`config.mk`:
```
export PLATFORM = sky130hd
export DESIGN_NAME = mask_edge_detect_flat
export DESIGN_NICKNAME = d
export VERILOG_FILES = /design/src/rtl/mask_edge_detect_if.sv /design/src/rtl/mask_edge_detect.sv /design/src/flat_wrapper.sv
export SDC_FILE = /design/constraint.sdc
export NUM_CORES = 1
export LEC_CHECK = 0
export BUFFER_PORTS_ARGS = -buffer_cell sky130_fd_sc_hd__buf_2
export CAP_MARGIN = 20
export CORE_MARGIN = 4
export CORE_UTILIZATION = 35
export CTS_CLUSTER_SIZE = 24
export DETAILED_ROUTE_END_ITERATION = 10
export GPL_TIMING_DRIVEN = 0
export PLACE_DENSITY = 0.5
export SLEW_MARGIN = 40
export SYNTH_ARGS = -nofsm -noshare
export SYNTH_HDL_FRONTEND = slang
export SYNTH_SLANG_ARGS = --single-unit
```
`constraint.sdc`:
```
create_clock -name clk -period 23 [get_ports clk]
set_input_delay 4.6 -clock clk [delete_from_list [all_inputs] [get_ports clk]]
set_output_delay 4.6 -clock clk [all_outputs]
set_load 0.005 [all_outputs]
```
`src/rtl/mask_edge_detect_if.sv`:
```
// Bus between the edge detector, the mask BRAM read port and the edge BRAM write port.
// The master side is the detector; the slave side is the surrounding memory/control.
interface mask_edge_detect_if #(
  parameter int ADDR_W = 19
);
  logic              start;
  logic              done;
  logic [ADDR_W-1:0] mask_addr;
  logic              mask_data;
  logic [ADDR_W-1:0] edge_addr;
  logic [2:0]        edge_data;
  logic              edge_we;

  modport master (
    input  start, mask_data,
    output done, mask_addr, edge_addr, edge_data, edge_we
  );

  modport slave (
    output start, mask_data,
    input  done, mask_addr, edge_addr, edge_data, edge_we
  );
endinterface

```
`src/rtl/mask_edge_detect.sv`:
```
// Raster-scans a 1-bit mask BRAM and writes a 3-bit edge code per pixel; a pixel is an
// edge when it is foreground with at least one background 4-neighbour.
module mask_edge_detect #(
  parameter int         WIDTH     = 640,
  parameter int         HEIGHT    = 480,
  parameter int         ADDR_W    = 19,
  parameter int         READ_LAT  = 2,
  parameter logic [2:0] EDGE_CODE = 3'd1
) (
  input  logic              clk,
  input  logic              rst_n,
  mask_edge_detect_if.master bus
);

  localparam int N  = WIDTH * HEIGHT;
  localparam int CW = ADDR_W + 1;
  localparam int XW = (WIDTH  > 1) ? $clog2(WIDTH)  : 1;
  localparam int YW = (HEIGHT > 1) ? $clog2(HEIGHT) : 1;

  localparam logic [ADDR_W-1:0] RD_LAST = ADDR_W'(N - 1);
  localparam logic [CW-1:0]     IN_N    = CW'(N);
  localparam logic [CW-1:0]     IN_LAG  = CW'(WIDTH + 1);
  localparam logic [CW-1:0]     IN_LAST = CW'(N + WIDTH);
  localparam logic [XW-1:0]     X_LAST  = XW'(WIDTH - 1);
  localparam logic [YW-1:0]     Y_LAST  = YW'(HEIGHT - 1);

  typedef enum logic [1:0] {IDLE, RUN, FLUSH, DONE} state_t;

  state_t              state;
  logic [ADDR_W-1:0]   rd_cnt;
  logic [READ_LAT-1:0] rd_vld_p;
  logic [CW-1:0]       in_cnt;
  logic [XW-1:0]       cx;
  logic [YW-1:0]       cy;
  logic                done_r;
  logic                edge_we_r;
  logic [ADDR_W-1:0]   edge_addr_r;
  logic [2:0]          edge_data_r;
  // Two line buffers plus the centre row collapsed into one history: bit j is pixel i-1-j.
  logic [2*WIDTH:0]    win_sr;
  logic                din;
  logic                shift_en;
  logic                interior;

  function automatic logic [2:0] edge_code(input logic c, input logic u, input logic d,
                                           input logic l, input logic r,
                                           input logic interior_f);
    return (interior_f && c && !(u && d && l && r)) ? EDGE_CODE : 3'd0;
  endfunction

  // Returned read data shifts in while valid; during flush zeros are shifted instead.
  assign din      = rd_vld_p[READ_LAT-1] & bus.mask_data;
  assign shift_en = bus.start && (rd_vld_p[READ_LAT-1] || (state == FLUSH && in_cnt >= IN_N));
  assign interior = (cx != '0) && (cx != X_LAST) && (cy != '0) && (cy != Y_LAST);

  always_ff @(posedge clk) begin
    if (shift_en) win_sr <= {win_sr[2*WIDTH-1:0], din};
  end

  always_ff @(posedge clk or negedge rst_n) begin
    if (!rst_n) begin
      state       <= IDLE;
      rd_cnt      <= '0;
      rd_vld_p    <= '0;
      in_cnt      <= '0;
      cx          <= '0;
      cy          <= '0;
      done_r      <= 1'b0;
      edge_we_r   <= 1'b0;
      edge_addr_r <= '0;
      edge_data_r <= '0;
    end else begin
      edge_we_r <= 1'b0;
      if (!bus.start) begin
        state    <= IDLE;
        done_r   <= 1'b0;
        rd_vld_p <= '0;
      end else begin
        rd_vld_p <= {rd_vld_p[READ_LAT-2:0], state == RUN};
        case (state)
          IDLE: begin
            state  <= RUN;
            rd_cnt <= '0;
            in_cnt <= '0;
            cx     <= '0;
            cy     <= '0;
          end
          RUN: begin
            if (rd_cnt == RD_LAST) state <= FLUSH;
            else rd_cnt <= rd_cnt + 1'b1;
          end
          FLUSH: if (shift_en && in_cnt == IN_LAST) state <= DONE;
          DONE:  done_r <= 1'b1;
          default: state <= IDLE;
        endcase
        // Window centre lags the incoming pixel by one row plus one column.
        if (shift_en) begin
          in_cnt <= in_cnt + 1'b1;
          if (in_cnt >= IN_LAG) begin
            edge_we_r   <= 1'b1;
            edge_addr_r <= ADDR_W'(in_cnt - IN_LAG);
            edge_data_r <= edge_code(win_sr[WIDTH], win_sr[2*WIDTH], win_sr[0],
                                     win_sr[WIDTH+1], win_sr[WIDTH-1], interior);
            if (cx == X_LAST) begin
              cx <= '0;
              cy <= cy + 1'b1;
            end else begin
              cx <= cx + 1'b1;
            end
          end
        end
      end
    end
  end

  assign bus.done      = done_r;
  assign bus.mask_addr = rd_cnt;
  assign bus.edge_addr = edge_addr_r;
  assign bus.edge_data = edge_data_r;
  assign bus.edge_we   = edge_we_r;

endmodule

```
`src/flat_wrapper.sv`:
```
// flat-port wrapper written by rule: the top's interface ports become plain ports
module mask_edge_detect_flat 
#(
  parameter int         WIDTH     = 640,
  parameter int         HEIGHT    = 480,
  parameter int         ADDR_W    = 19,
  parameter int         READ_LAT  = 2,
  parameter logic [2:0] EDGE_CODE = 3'd1
)
  (clk, rst_n, bus_start, bus_mask_data, bus_done, bus_mask_addr, bus_edge_addr, bus_edge_data, bus_edge_we);
  mask_edge_detect_if #(.ADDR_W(ADDR_W)) bus_i ();
  input  logic clk;
  input  logic rst_n;
  input wire logic [$bits(bus_i.start)-1:0] bus_start;
  input wire logic [$bits(bus_i.mask_data)-1:0] bus_mask_data;
  output wire logic [$bits(bus_i.done)-1:0] bus_done;
  output wire logic [$bits(bus_i.mask_addr)-1:0] bus_mask_addr;
  output wire logic [$bits(bus_i.edge_addr)-1:0] bus_edge_addr;
  output wire logic [$bits(bus_i.edge_data)-1:0] bus_edge_data;
  output wire logic [$bits(bus_i.edge_we)-1:0] bus_edge_we;
  assign bus_i.start = bus_start;
  assign bus_i.mask_data = bus_mask_data;
  assign bus_done = bus_i.done;
  assign bus_mask_addr = bus_i.mask_addr;
  assign bus_edge_addr = bus_i.edge_addr;
  assign bus_edge_data = bus_i.edge_data;
  assign bus_edge_we = bus_i.edge_we;
  mask_edge_detect #(.WIDTH(WIDTH), .HEIGHT(HEIGHT), .ADDR_W(ADDR_W), .READ_LAT(READ_LAT), .EDGE_CODE(EDGE_CODE)) u_core (.clk(clk), .rst_n(rst_n), .bus(bus_i));
endmodule
```
# Yosys cells after proc, flatten, opt, wreduce, memory -nomap -nowiden
# Index checks and enable logic that the tools add are counted.
# word_totals
register_bits	1367
word_cells	77
out_inout_bits	43
# classes
bitwise	1
n_addsub	5
reduce_logical	22
n_eq_ne	13
mux	23
magnitude_cmp	2
# op_table
operator	n
10-bit 2-to-1 mux	4
20-bit 2-to-1 mux	2
19-bit one-hot mux with 2 select lines	1
9-bit 2-to-1 mux	4
20-bit by 1-bit adder with 20-bit output (second input constant)	1
20-bit by 19-bit == test with 1-bit output (second input constant)	1
20-bit by 10-bit greater-or-equal comparator with 1-bit output (second input constant)	1
20-bit by 19-bit greater-or-equal comparator with 1-bit output (second input constant)	1
19-bit by 1-bit adder with 19-bit output (second input constant)	1
19-bit == test (second input constant)	1
19-bit 2-to-1 mux	1
19-bit by 10-bit subtractor with 19-bit output (second input constant)	1
1-bit logical AND	11
10-bit by 1-bit adder with 10-bit output (second input constant)	1
10-bit == test (second input constant)	1
10-bit != test (second input constant)	1
10-bit nonzero test	1
9-bit by 1-bit adder with 9-bit output (second input constant)	1
9-bit != test (second input constant)	1
3-bit AND reduction	3
9-bit nonzero test	1
2-bit 2-to-1 mux	4
1-bit 2-to-1 mux	6
3-bit != test (second input constant)	2
other kinds (12)	14

# Longest topological paths before layout
# Gate-level depths: netlist of the first run.
# depth
word_depth	8
mapped_depth	11
ltp_nobuf	9

# Worst setup path after synthesis of the first run
# OpenSTA, ideal clock, no wires.
# synth_timing
path_kind	input to register
from	in bus_start
to	reg u_core.cx[7]
cell_stages	8
setup_ns	0.153
n_path_buf	3
required_time_ns	22.847
setup_slack_ns	1.086
t_arrival_ns	21.761
path_cell_list	clkbuf_1 > o21ai_1 > or2_2 > buf_2 > inv_2 > buf_2 > o2111ai_1 > o211ai_1
# synth_via
elab_chain_cells	2
# synth_rtl
element	line_no	rtl
from (decl)	flat_wrapper.sv:14	input wire logic [$bits(bus_i.start)-1:0] bus_start;
1-bit logical AND	mask_edge_detect.sv:53	assign shift_en = bus.start && (rd_vld_p[READ_LAT-1] || (state == FLUSH && in_cnt >= IN_N));
net u_core.shift_en	mask_edge_detect.sv:42	logic shift_en;
10-bit 2-to-1 mux	mask_edge_detect.sv:97	if (shift_en) begin
to (signal assigned)	mask_edge_detect.sv:108	cx <= cx + 1'b1;
to (decl)	mask_edge_detect.sv:33	logic [XW-1:0] cx;
# The timed path passes the listed nets, and every way through them passes these cells.
# A chain may end at the register's enable or synchronous reset.

# Worst setup path after layout of the first run
# layout_timing
from	in bus_start
to	reg u_core.win_sr[499] (enable)
# layout_via
elab_chain_cells	1
# layout_rtl
element	line_no	rtl
1-bit logical AND	mask_edge_detect.sv:53	
net u_core.shift_en	mask_edge_detect.sv:42	
to (signal assigned)	mask_edge_detect.sv:57	if (shift_en) win_sr <= {win_sr[2*WIDTH-1:0], din};
to (decl)	mask_edge_detect.sv:40	logic [2*WIDTH:0] win_sr;
# The timed path passes the listed nets, and every way through them passes these cells.

==> results of run 1 <==
## metal layers
layer  track usage [%]  vias to the layer above  wire length, um
met5                 0                        -                0
met4             3.995                        0             1871
met3             2.440                      151             2493
met2             11.85                      318            24000
met1             14.20                     8664            31760
li1                  -                     7684                -
## worst max-delay path by stage
stage,slack [ns],cells after the start,end,startpoint
3_5_place_dp,14.08,10,u_core.win_sr[454],bus_start
3_3_place_gp,-2.96,8,u_core.cx[7],bus_start
5_1_grt,14.63,10,u_core.win_sr[427],bus_start
2_1_floorplan,1.09,8,u_core.cx[7],bus_start
6_report,14.91,10,u_core.win_sr[499],bus_start
4_1_cts,14.90,10,u_core.win_sr[453],bus_start
## per-stage QoR
step           hold slack (ns)  cells  setup slack (ns)  power, mW  area, sq um
2_1_floorplan           0.4003   1827             1.086      2.819        43520
3_3_place_gp            0.4071   3507            -2.963      2.854        45780
3_5_place_dp            0.4045   3519             14.08      2.841        46140
4_1_cts                 0.4022   3763             14.90      4.981        50380
5_1_grt                 0.4054   3763             14.63      5.097        50380
6_report                0.3988   3763             14.91      4.885        50380
## kinds of logic (layout without fill, tap and decap cells)
| logic type | Yosys count | in the layout | share of synthesized area, % |
|---|---|---|---|
| multiplexers | 13 | 13 | 0.3336 |
| adder cells (fa/ha/maj) | 13 | 13 | 0.3738 |
| other | 1 | 2 | 0.008618 |
| buffers and inverters | 54 | 353 | 0.5607 |
| AO/OA/AOI/OAI | 144 | 144 | 2.355 |
| AND/OR/NAND/NOR | 208 | 208 | 2.568 |
| flip-flops | 1365 | 1365 | 93.24 |
| XOR/XNOR | 28 | 28 | 0.5636 |
## worst max-delay path, cell delays in order
cell and delay [ns]:
clkbuf_1 0.37, o21ai_1 0.36, or2_2 0.36, buf_2 0.18
inv_2 0.26, buf_12 0.34, buf_16 0.35, buf_16 0.41
buf_16 0.46, buf_16 0.47
## report_power, final
part / internal (mW) / leakage [nW] / switching, mW / total [mW]
combinational: 0.0274 / 1.37 / 0.0622 / 0.0896
clock: 1.22 / 2.07 / 0.876 / 2.10
sequential: 2.69 / 8.46 / 0.00867 / 2.70
total: 3.94 / 11.9 / 0.946 / 4.89
## state kept, by name, indices dropped and copies added, names as in the netlist
| signal | cells |
|---|---|
| u_core.bus.done | 1 |
| u_core.cx | 10 |
| u_core.rd_vld_p | 2 |
| u_core.state | 2 |
| u_core.cy | 9 |
| u_core.bus.edge_we | 1 |
| u_core.bus.edge_addr | 19 |
| u_core.in_cnt | 20 |
| u_core.bus.mask_addr | 19 |
| u_core.win_sr | 1281 |
| u_core.bus.edge_data | 1 |
## placed cells by master (no fill, tap or decap), types with 7 or more instances in the layout
cell	instances
nand2_1	49
buf_2	53
mux2i_1	7
and2_1	8
o31ai_1	10
a211oi_1	7
or3_1	10
clkbuf_1	49
edfxtp_1	1281
a31oi_1	7
clkbuf_16	144
o21ai_0	44
a21oi_1	20
nor3_1	12
dfrtp_1	84
nand4_1	16
and3_1	9
xnor2_1	15
ha_1	13
bufinv_16	7
nor2_1	36
inv_1	18
o211ai_1	14
nand3_1	20
clkinv_1	37
xor2_1	13
or4_1	11
clkinv_2	12
nor4_1	14
buf_16	12
## final cells by class
cell class                      count  share of cell area, %
Buffer                             33                 0.3526
Timing Repair Buffer               55                  1.095
Clock inverter                     66                  1.028
Tap cell                         1637                  4.065
Inverter                           21                 0.1614
Multi-Input combinational cell    408                  5.374
Clock buffer                      178                  7.405
Sequential cell                  1365                  80.52
==> results.cfg, run 1 <==
[timing]
relSlewSlack_pct = 48.47
period_needed_ns = 8.088
maxClockFrequency_mhz = 123.6
worst_pin_slew_ns = 0.7702
fin_tns_setup_ns = 0
rsz0062_at_grt = no
fin_crit_sh_pct = 35.17
slew_viol_final = 0
setup_violations = 0
finalHoldViolCount = 0
fin_skew_ns = 0.01846

[setup_path]
critical_path_required_ns = 23.33
arrival_ns = 8.42
worst_r2r_endpoint = u_core.win_sr[499]
start_kind = input port
ff2ff_path_depth = 12
endpoint_kind = register
crit_fanout = 124
r2r_slack_ns = 18.42
crit_type = in2reg
r2r-start = u_core.state[0]

[logic_synthesis]
synth_top_cell_by_area = edfxtp_1
synth_seq_area_share_pct = 93.24
netlist_area_sq_um = 43510
yosysTopAreaCellShare_pct = 88.41
async_reset_ff_share_pct = 6.154
synth_cells = 1826
netlist_top_cells_area = edfxtp_1, dfrtp_1, o21ai_0
syn_area_per_cell_sq_um = 23.83
synthFlopType = edfxtp_1
ys_warn_count = 0
synth_edf_count = 1281
ys_types = 69
synth_commonest_cells = edfxtp_1, dfrtp_1, nand2_1
yosysMostFrequentCell = edfxtp_1
ys_ff_latch = 1365

[global_routing]
grt_max_degree = 127
grt_pass1_vias = 17000
grt_pass1_wl_mm = 96.72
grt_util_all_layers_pct = 9.113
antenna_found_initial = 0
gr-total-overflow = 0

[floorplan]
start_util_pct = 35.19
coreArea_sq_um = 123600
die_w_um = 360.6
dieArea_sq_um = 130000
io_pins = 47
die_y_um = 360.6
rows = 129

[clock_network]
cts_resized = 0
clockBufferDepth = 3
numClockSinks = 1365
htree_levels = 4
cts_tree = yes
ctsRootBufferMaster = clkbuf_16
clkTransAtPathRegs_ns = 0.06
holdBufCountCts = 0
post_cts_buffers = 0
cts_made_buffers = 138
worstSkewPairLatency_ns = 0.70

[cells_and_area]
layout-drive-gt1-share_pct = 12.79
final_util_pct = 40.75
multi_input_area_sq_um = 2708
diodes = 0
area_growth_pct = 15.80
fin_nets = 2039
seq_area_sq_um = 40570
fillers = 10820

[detailed_routing]
drt_iter0_drc = 1428
vias = 16820
ant_nets = 0
drc = 0
avgViaCountPerCell = 4.469
dr.pass1.iters = 4
drt_wl_total_mm = 60.12
avgRoutedWirePerCell_um = 15.98

[placed_design]
dp_hpwl_mm = 27.42
io_buffer_count = 43
place.gp.congestion = 0.7717

[status]
outcome = finished clean

[min_path]
worstHoldStart = u_core.win_sr[1238]
hold_class = reg2reg
worstHoldEndpoint = u_core.win_sr[1239]
whs_path_depth = 0

[run]
cap_violations = 0

[power_and_ir_drop]
p_leak_nw = 11.89
p_per_area_nw_per_um2 = 96.96
peakVddDrop_mv = 0.05535
Power figures use the tool's default switching activity.
==> run 2: changes to the inputs <==
ABC_AREA = 1   (was not set)
clock period = 8.4 ns   (was 23 ns; I/O delays follow)
==> run 2 against run 1 <==
Sequential cell count unchanged; sequential power rose to 2.9 times the previous value; total power rose to 2.9 times the previous value; clock skew about the same; die area up 0.43%; critical endpoint is now u_core.win_sr[827]; largest cell class unchanged; largest power group unchanged.
==> results.cfg, run 2 <==
[timing]
slew_viol_final = 0
fin_crit_sh_pct = 56.40
relSlewSlack_pct = 52.13
fin_tns_setup_ns = 0
period_needed_ns = 4.738
fin_skew_ns = 0.01827
finalHoldViolCount = 0
rsz0062_at_grt = no
fin_ws_ns = 3.662
maxClockFrequency_mhz = 211.1
worst_pin_slew_ns = 0.7180
setup_violations = 0

[cells_and_area]
layout_common_cells = edfxtp_1, nand2_1, clkbuf_16
area_growth_pct = 16.03
layout-drive-gt1-share_pct = 13.32
fin_nets = 2188
reg.largest.list = u_core.win_sr: 1281 flops, u_core.in_cnt: 20 flops
largest_register = u_core.win_sr
diodes = 0
layout_commonest_cell = edfxtp_1
fillers = 10730
final_cells = 3911
largest_reg_flops = 1281

[clock_network]
numClockSinks = 1365
post_cts_buffers = 0
cts_resized = 0
cts_tree = yes
htree_levels = 4
clockBufferDepth = 3
holdBufCountCts = 0
clkTransAtPathRegs_ns = 0.06
worstSkewPairLatency_ns = 0.69
cts_made_buffers = 135
ctsRootBufferMaster = clkbuf_16

[setup_path]
cp-endpoint = u_core.win_sr[827]
worstPathCellList = buf_2 -> inv_2 -> a21oi_4 -> buf_16 -> buf_16 -> buf_16 -> buf_16 -> buf_16 -> buf_16
crit_family = buffers and inverters
endpoint_kind = register
path_common_cell = buf_16
max_stage_delay_ns = 0.49
crit_fanout = 124
slowest_stage = buf_16
arrival_ns = 5.05
r2r-start = u_core.state[0]
cp_num_cells = 9
crit_type = in2reg
critPathBufInv = 8
worst_r2r_endpoint = u_core.win_sr[827]
start_kind = input port
r2r_slack_ns = 3.93
critical_path_required_ns = 8.71
ff2ff_path_depth = 12
crit_start = bus_start

[logic_synthesis]
synthFlopType = edfxtp_1
synth_cells = 1978
ys_ff_latch = 1365
syn_area_per_cell_sq_um = 22.09
synth_top_cell_by_area = edfxtp_1
synth_edf_count = 1281
ys_warn_count = 0
ys_types = 45
netlist_top_cells_area = edfxtp_1, dfrtp_1, nand2_1
yosysTopAreaCellShare_pct = 88.02
async_reset_ff_share_pct = 6.154
synth_seq_area_share_pct = 92.83
netlist_area_sq_um = 43700
synth_commonest_cells = edfxtp_1, nand2_1, dfrtp_1
yosysMostFrequentCell = edfxtp_1

[min_path]
hold_class = reg2reg

[floorplan]
die_w_um = 361.4
io_pins = 47
start_util_pct = 35.30
dieArea_sq_um = 130600
die_y_um = 361.4
rows = 129
coreArea_sq_um = 123800

[detailed_routing]
drt_iter0_drc = 1306
drt_wl_total_mm = 60.22
avgRoutedWirePerCell_um = 15.40
drc = 0
avgViaCountPerCell = 4.369
vias = 17090
dr.pass1.iters = 5
ant_nets = 0

[placed_design]
place.gp.congestion = 0.7597
place_ws_ns = 2.740
dp_hpwl_mm = 28.06
io_buffer_count = 43
dp_cells = 3671

[global_routing]
grt_util_all_layers_pct = 9.163
grt_max_degree = 131
antenna_found_initial = 0
grt_pass1_wl_mm = 97.55
gr-total-overflow = 0
grt_pass1_vias = 17290

[power_and_ir_drop]
p_per_area_nw_per_um2 = 281.3
switching_share_pct = 20.19
p_sw_mw = 2.881
p_leak_nw = 16.75
peakVddDrop_mv = 0.1481
clkPwrFrac_pct = 41.3
comb_power_share_pct = 3.3
internal-power_mw = 11.39
seqPwrFrac_pct = 55.5

[status]
outcome = finished clean

[run]
cap_violations = 0
==> run 2: worst min-delay path by stage <==
stage | start | end | depth (start not counted)
after floorplan | u_core.win_sr[999] | u_core.win_sr[1000] | 0
after global placement | u_core.win_sr[76] | u_core.win_sr[77] | 0
after detailed placement | u_core.win_sr[1048] | u_core.win_sr[1049] | 0
after CTS | u_core.win_sr[352] | u_core.win_sr[353] | 0
after global routing | u_core.win_sr[204] | u_core.win_sr[205] | 0
final | u_core.win_sr[204] | u_core.win_sr[205] | 0
==> run 2: logic make-up after synthesis <==
logic type               Yosys count  synth area share, %
adder cells (fa/ha/maj)           13               0.3722
AND/OR/NAND/NOR                  379                4.017
XOR/XNOR                          33               0.6613
other                              1             0.008581
flip-flops                      1365                92.83
buffers and inverters            104                1.011
AO/OA/AOI/OAI                     83                1.102
==> run 2: layout make-up <==
type | count | area, sq um | share of cell area [%]
clock inverters | 74 | 759.5 | 1.498
flip-flops and latches | 1365 | 40570 | 80.01
repair buffers | 55 | 548.0 | 1.081
multi-input cells | 510 | 2696 | 5.317
clock buffers | 166 | 3622 | 7.143
well taps | 1637 | 2048 | 4.039
inverters | 83 | 311.5 | 0.6144
plain buffers | 21 | 152.6 | 0.3010
==> run 2: routing by layer <==
metal | wire length [um] | vias up | track usage (%) | share of wire (%)
li1 | - | 7947 | - | -
met1 | 31300 | 8726 | 13.86 | 52
met2 | 24790 | 291 | 12.48 | 41
met3 | 2586 | 125 | 2.399 | 4.3
met4 | 1543 | 0 | 3.868 | 2.6
met5 | 0 | - | 0 | 0
==> run 2: power by group through the flow <==
stage | combinational, mW | clock, mW | sequential [mW]
global route | 0.527 | 6.46 | 7.94
finish | 0.467 | 5.89 | 7.91
detailed placement | 0.485 | 0 | 8.04
floorplan | 0.277 | 0 | 8.08
global placement | 0.444 | 0 | 8.15
CTS | 0.483 | 6.14 | 7.92
==> run 2: through the flow <==
stage / instance area (sq um) / utilization (%) / power [mW] / hold WS (ns)
2_1_floorplan: 43720 / - / 8.357 / 0.4003
6_report: 50710 / 40.96 / 14.27 / 0.4047
3_3_place_gp: 45980 / 37.14 / 8.596 / 0.4071
5_1_grt: 50710 / 40.96 / 14.92 / 0.4086
3_5_place_dp: 46330 / 37.42 / 8.529 / 0.4045
4_1_cts: 50710 / 40.96 / 14.54 / 0.4062
